[config.mk]
export PLATFORM = sky130hd
export DESIGN_NAME = l2_rr_arbiter
export DESIGN_NICKNAME = d
export VERILOG_FILES = /design/src/rtl/l2_rr_arbiter_pkg.sv /design/src/rtl/l2_rr_arbiter_rr_pick.sv /design/src/rtl/l2_rr_arbiter.sv
export SDC_FILE = /design/constraint.sdc
export NUM_CORES = 1
export LEC_CHECK = 0
export CAP_MARGIN = 40
export CORE_AREA = 2 2 561 563
export CTS_CLUSTER_DIAMETER = 30
export DETAILED_ROUTE_END_ITERATION = 12
export DIE_AREA = 0 0 563 565
export GPL_TIMING_DRIVEN = 0
export REMOVE_ABC_BUFFERS = 1
export SYNTH_ARGS = -nofsm -noshare
export SYNTH_HDL_FRONTEND = slang
export SYNTH_SLANG_ARGS = --single-unit
[constraint.sdc]
create_clock -name clk -period 2.74 [get_ports clk]
set_input_delay 0.548 -clock clk [delete_from_list [all_inputs] [get_ports clk]]
set_output_delay 0.548 -clock clk [all_outputs]
set_load 0.01 [all_outputs]
[src/rtl/l2_rr_arbiter_pkg.sv]
// Shared types for the L2 round-robin arbiter: FSM states, requester
// identities and the encoding of the latched L2 operation.
package l2_arb_types;

  // Arbiter FSM. RELEASE is a one-cycle gap after every transaction so that
  // a requester's stale level request is not granted a second time.
  typedef enum logic [1:0] {
    IDLE    = 2'd0,
    BUSY_I  = 2'd1,
    BUSY_D  = 2'd2,
    RELEASE = 2'd3
  } arb_state_t;

  // Identity of a requester. It is used both for the round-robin winner and
  // for the side that won most recently.
  typedef enum logic {
    REQ_I = 1'b0,
    REQ_D = 1'b1
  } requester_t;

  // Encoding of the L2 operation latched at grant.
  localparam logic OP_READ  = 1'b0;
  localparam logic OP_WRITE = 1'b1;

endpackage : l2_arb_types

[src/rtl/l2_rr_arbiter_rr_pick.sv]
// Two-way round-robin pick. A lone requester always wins. On a tie the side
// that did not win last time wins.
module rr_pick
  import l2_arb_types::*;
(
  input  logic       req_i,
  input  logic       req_d,
  input  requester_t last_winner,
  output requester_t winner,
  output logic       valid
);

  // Select the winner from the current requests and the previous winner.
  always_comb begin
    valid  = req_i | req_d;
    winner = REQ_I;
    if (req_i && req_d) begin
      winner = (last_winner == REQ_I) ? REQ_D : REQ_I;
    end else if (req_d) begin
      winner = REQ_D;
    end
  end

endmodule : rr_pick

[src/rtl/l2_rr_arbiter.sv]
// Round-robin arbiter that shares the single L2 port between the L1 I-cache
// (line reads) and the L1 D-cache (line reads and writebacks). The address,
// write line and operation are latched at grant, so requester inputs may
// change freely while L2 is busy. The response is steered back to the side
// that owns the transaction.
module l2_rr_arbiter
  import l2_arb_types::*;
#(
  parameter int ADDR_W     = 32,
  parameter int LINE_W     = 256,
  parameter int DATA_FIRST = 1,
  parameter int CNT_W      = 32
) (
  input  logic              clk,
  input  logic              reset_n,
  // I-cache side
  input  logic              i_read,
  input  logic [ADDR_W-1:0] i_addr,
  output logic              i_resp,
  output logic [LINE_W-1:0] i_rdata,
  // D-cache side
  input  logic              d_read,
  input  logic              d_write,
  input  logic [ADDR_W-1:0] d_addr,
  input  logic [LINE_W-1:0] d_wdata,
  output logic              d_resp,
  output logic [LINE_W-1:0] d_rdata,
  // L2 port
  output logic              l2_read,
  output logic              l2_write,
  output logic [ADDR_W-1:0] l2_addr,
  output logic [LINE_W-1:0] l2_wdata,
  input  logic              l2_resp,
  input  logic [LINE_W-1:0] l2_rdata,
  // Grant counters
  output logic [CNT_W-1:0]  i_grants,
  output logic [CNT_W-1:0]  d_grants
);

  // The reset value of last_winner is the non-preferred side, so the
  // preferred side wins the first tie after reset.
  localparam requester_t LAST_WINNER_RST = (DATA_FIRST != 0) ? REQ_I : REQ_D;

  arb_state_t        state_reg, state_next;
  requester_t        last_winner_reg;
  logic [ADDR_W-1:0] addr_reg;
  logic [LINE_W-1:0] wdata_reg;
  logic              op_reg;
  logic [CNT_W-1:0]  grant_cnt_reg [2];

  logic              req_i;
  logic              req_d;
  requester_t        pick_winner;
  logic              pick_valid;
  logic              grant;
  logic              busy;

  assign req_i = i_read;
  assign req_d = d_read | d_write;

  rr_pick u_rr_pick (
    .req_i       (req_i),
    .req_d       (req_d),
    .last_winner (last_winner_reg),
    .winner      (pick_winner),
    .valid       (pick_valid)
  );

  // Arbitration happens only in IDLE. RELEASE deliberately ignores requests.
  assign grant = (state_reg == IDLE) && pick_valid;

  // Next-state logic. l2_resp outside BUSY_x has no effect.
  always_comb begin
    state_next = state_reg;
    case (state_reg)
      IDLE: begin
        if (pick_valid) begin
          state_next = (pick_winner == REQ_D) ? BUSY_D : BUSY_I;
        end
      end
      BUSY_I, BUSY_D: begin
        if (l2_resp) begin
          state_next = RELEASE;
        end
      end
      RELEASE: state_next = IDLE;
      default: state_next = IDLE;
    endcase
  end

  // State register. An asynchronous reset abandons any in-flight L2 transaction.
  always_ff @(posedge clk or negedge reset_n) begin
    if (!reset_n) begin
      state_reg <= IDLE;
    end else begin
      state_reg <= state_next;
    end
  end

  // Latch the command and update round-robin history at grant.
  // d_read together with d_write is treated as a writeback.
  always_ff @(posedge clk or negedge reset_n) begin
    if (!reset_n) begin
      last_winner_reg <= LAST_WINNER_RST;
      addr_reg        <= '0;
      wdata_reg       <= '0;
      op_reg          <= OP_READ;
    end else if (grant) begin
      last_winner_reg <= pick_winner;
      if (pick_winner == REQ_D) begin
        addr_reg  <= d_addr;
        wdata_reg <= d_wdata;
        op_reg    <= d_write ? OP_WRITE : OP_READ;
      end else begin
        addr_reg  <= i_addr;
        wdata_reg <= '0;
        op_reg    <= OP_READ;
      end
    end
  end

  // Per-requester saturating grant counters. Index 0 is I, index 1 is D.
  generate
    for (genvar gi = 0; gi < 2; gi++) begin : g_grant_cnt
      localparam requester_t SIDE = (gi == 0) ? REQ_I : REQ_D;

      // Count grants to this side and hold at all-ones.
      always_ff @(posedge clk or negedge reset_n) begin
        if (!reset_n) begin
          grant_cnt_reg[gi] <= '0;
        end else if (grant && (pick_winner == SIDE) && (grant_cnt_reg[gi] != '1)) begin
          grant_cnt_reg[gi] <= grant_cnt_reg[gi] + 1'b1;
        end
      end
    end
  endgenerate

  assign i_grants = grant_cnt_reg[0];
  assign d_grants = grant_cnt_reg[1];

  // Commands come from registered state and op only, so they first appear
  // the cycle after grant. They drop as soon as the FSM leaves BUSY_x.
  assign busy     = (state_reg == BUSY_I) || (state_reg == BUSY_D);
  assign l2_read  = busy && (op_reg == OP_READ);
  assign l2_write = busy && (op_reg == OP_WRITE);
  assign l2_addr  = addr_reg;
  assign l2_wdata = wdata_reg;

  // Steer the completion combinationally to the owning side.
  // The read data is broadcast to both sides. It is qualified by the resp strobes.
  assign i_resp  = (state_reg == BUSY_I) && l2_resp;
  assign d_resp  = (state_reg == BUSY_D) && l2_resp;
  assign i_rdata = l2_rdata;
  assign d_rdata = l2_rdata;

endmodule : l2_rr_arbiter

==> impl_results.md <==
- Status: complete, no violations
- Number of buffers created by CTS: 120
- Crit path DAT: 2.15 ns
- Ports: 1450
- Setup total negative slack: 0 ns
- Fillers: 35800
- Leakage: 11.7 nW
- Slowest stage delay, CP: 0.93 ns
- Share of layout cells above drive strength 1: 14.8%
- HP Class: input port to flip-flop
- Sequential element share of the synthesized area: 51.2%
- Critical-path maximum fanout: 4
- Initial DRC Count: 1880
- Final #Nets: 2398
- Most frequently used flop master after synthesis: dfrtp_1
- Core area: 0.311 mm2
- Total gr overflow: 0
- Place WS: -0.964 ns
- Cell taking the most area after synthesis: dfrtp_1
- Via/cell ratio: 2.88
- Hold Vio Cnt, Final: 0
- Placed Cells: 5823
- Clock Tree Root: clkbuf_16
- CP Buf/Inv Count: 1
- Syn Area/Cell: 11.3 um2
- Worst VDD drop: 0.000517 V
- Unrepaired setup endpoints after global routing: yes
- Asr flop ratio synth: 100%
- Final setup viols: 0
- Req. time, crit path: 2.19 ns
- Distinct cells, synth: 44
- DRC: 0
- Relative slew slack: 41.2%
- Area of the multi-input gates: 0.00441 mm2
- Final Total Pwr: 38.5 mW
- CTS tree: done
- Clock-pin slew on the worst setup and hold paths: 0.05 ns
- Mapped Cells: 1539
- Synth Register Bits: 356
- Clock latency on the worst-skew pair: 0.81 ns
- Post-synth top area share: 51.2%
- Clock Path Buffers: 4
- IO buf count: 681
- Final WS setup: 0.0383 ns
- CP delay by family, top: buffers and inverters
- Synth warn: 0
- Slew @ Worst Pin: 0.882 ns
- Fin. max-slew vios: 0
- Die width: 563 um
- Initial antenna violation count: 196
- WL/cell: 60.8 um
- CP Class: flip-flop to output port
- H-tree Lvls: 3
- Vert. Die Dim: 565 um
- DP HPWL: 327000 um
- Startpoint types: flip-flop
- Pwr dens: 1260 mW/mm2
- Pin count of the biggest net entering global routing: 112
- WL final: 369000 um
- Peak Freq: 370 MHz
- Routability Congestion: 0.928
- Drt pass-1 iters: 8
- MaxCap Viol Count: 0
- Crit path time final: 2.70 ns
- EDFF count, synth: 0
- Global-route wire length before repair: 405000 um
- Total GRT Usage: 22.5%
- Synth Cell Area: 0.0174 mm2
- Final std cells w/o fill: 6079
- CP endpoint kind: output port
- Vias in the first global route: 15100
- Part of the cycle the worst path needs: 98.6%
- Max reg flops: 256
- Vias: 17500
- Worst path slowest cell: clkdlybuf4s50_1
- Die area: 0.318 mm2
- Synth top area cells: dfrtp_1 51%, buf_4 22%, a22o_1 13%
- Clock sinks: 356
- Area Overhead vs Synth: 75.4%
- Antenna Nets Post-Route: 0
- CP Cell Sequence: clkdlybuf4s50_1
- Skew final: 0.0584 ns
- Initial Util: 5.59%
- Reg area: 0.00891 mm2
- Cell Rows: 205
-- cell usage in the layout (no fill, tap or decap), drive strengths merged, types with 9 or more instances in the layout --
cell type      instances
and3                  14
nor2                  29
buf                   53
bufinv                20
nand2                 95
clkbuf               146
dlygate4sd2           18
a22o                 256
dfrtp                356
clkinv                39
nor3                  16
nand4                 21
a22oi                 32
clkinvlp              11
nand3                 23
clkdlybuf4s50        659
xor2                  24
diode                 31
inv                    9
xnor2                 30
-- final timing paths --
| kind | start | to | slack [ns] | cells past startpoint |
|---|---|---|---|---|
| max reg2reg | state_reg[1]$_DFFE_PN0P_ | i_grants[27]$_DFFE_PN0P_ | 0.12 | 12 |
| max | d_grants[23]$_DFFE_PN0P_ | d_grants[23] | 0.04 | 1 |
| min reg2reg | i_grants[23]$_DFFE_PN0P_ | i_grants[23]$_DFFE_PN0P_ | 0.49 | 1 |
| max in group asynchronous | reset_n | d_grants[1]$_DFFE_PN0P_ | 1.12 | 3 |
| min in group asynchronous | reset_n | l2_wdata[64]$_DFFE_PN0N_ | 0.33 | 2 |
| min | d_addr[30] | l2_addr[30]$_DFFE_PN0N_ | 0.28 | 3 |
-- layer usage --
layer	track usage (%)	vias up	part of all wire, %
li1	-	5518	-
met2	32.0	3213	40
met4	11.6	51	6.6
met1	12.1	8024	19
met5	18.8	-	2.3
met3	34.1	718	32
-- timing repair --
| action | in CTS | in global routing |
|---|---|---|
| hold buffers | 1 | 0 |
| endpoints found under the setup margin | 67 | 6 |
| setup buffers | 4 | 1 |
| hold endpoints to repair | 86 | 0 |
| pin swaps | 2 | 1 |
| resized for setup | 36 | 2 |
-- cells in the mapped netlist, types with 2 or more instances --
library cell  number
a21oi_1            4
a22o_1           256
a22oi_1           32
a31oi_1            2
a41oi_1            3
and2_1             5
and3_1            14
and4_1             4
buf_1             15
buf_2             27
buf_4            512
clkbuf_1          29
dfrtp_1          356
ha_1               6
inv_1              5
mux2_2             4
nand2_1           95
nand3_1           23
nand4_1           21
nand4b_1           3
nor2_1            29
nor2b_1            2
nor3_1            15
nor3b_1            2
o21ai_0            4
xnor2_1           30
xor2_1            24
-- through the flow --
stage / hold slack, ns / cell area [um2] / utilization, %
5_1_grt: 0.246 / 30500 / 9.79
3_5_place_dp: 0.481 / 26100 / 8.40
2_1_floorplan: 0.252 / 13300 / -
3_3_place_gp: 0.479 / 25300 / 8.11
4_1_cts: 0.194 / 30400 / 9.77
6_report: 0.276 / 30500 / 9.80
-- power by group --
part	internal, mW	total (mW)	switching, mW
Combinational	6.06	15.4	9.33
Clock	10.2	14.6	4.49
Sequential	7.20	8.48	1.28
-- area by class of cell --
type / instances / share of cell area, %
Inverter: 5 / 0.0615
Tap cell: 4140 / 17.0
Clock inverter: 74 / 3.27
Multi-Input combinational cell: 595 / 14.4
Antenna cell: 31 / 0.254
Clock buffer: 146 / 10.6
Sequential cell: 356 / 29.2
Timing Repair Buffer: 732 / 25.2
-- kinds of logic (layout without fill, tap and decap cells) --
group	after synthesis	count (layout)	share of synthesized area [%]
buf+inv	588	957	23.9
flops	356	356	51.2
fa+ha+maj	6	6	0.431
xor+xnor	54	54	2.72
compound gates	310	310	15.2
other cells	0	31	0
mux	5	5	0.316
simple gates	220	220	6.18
No activity file was read; power rests on OpenSTA's default activity.
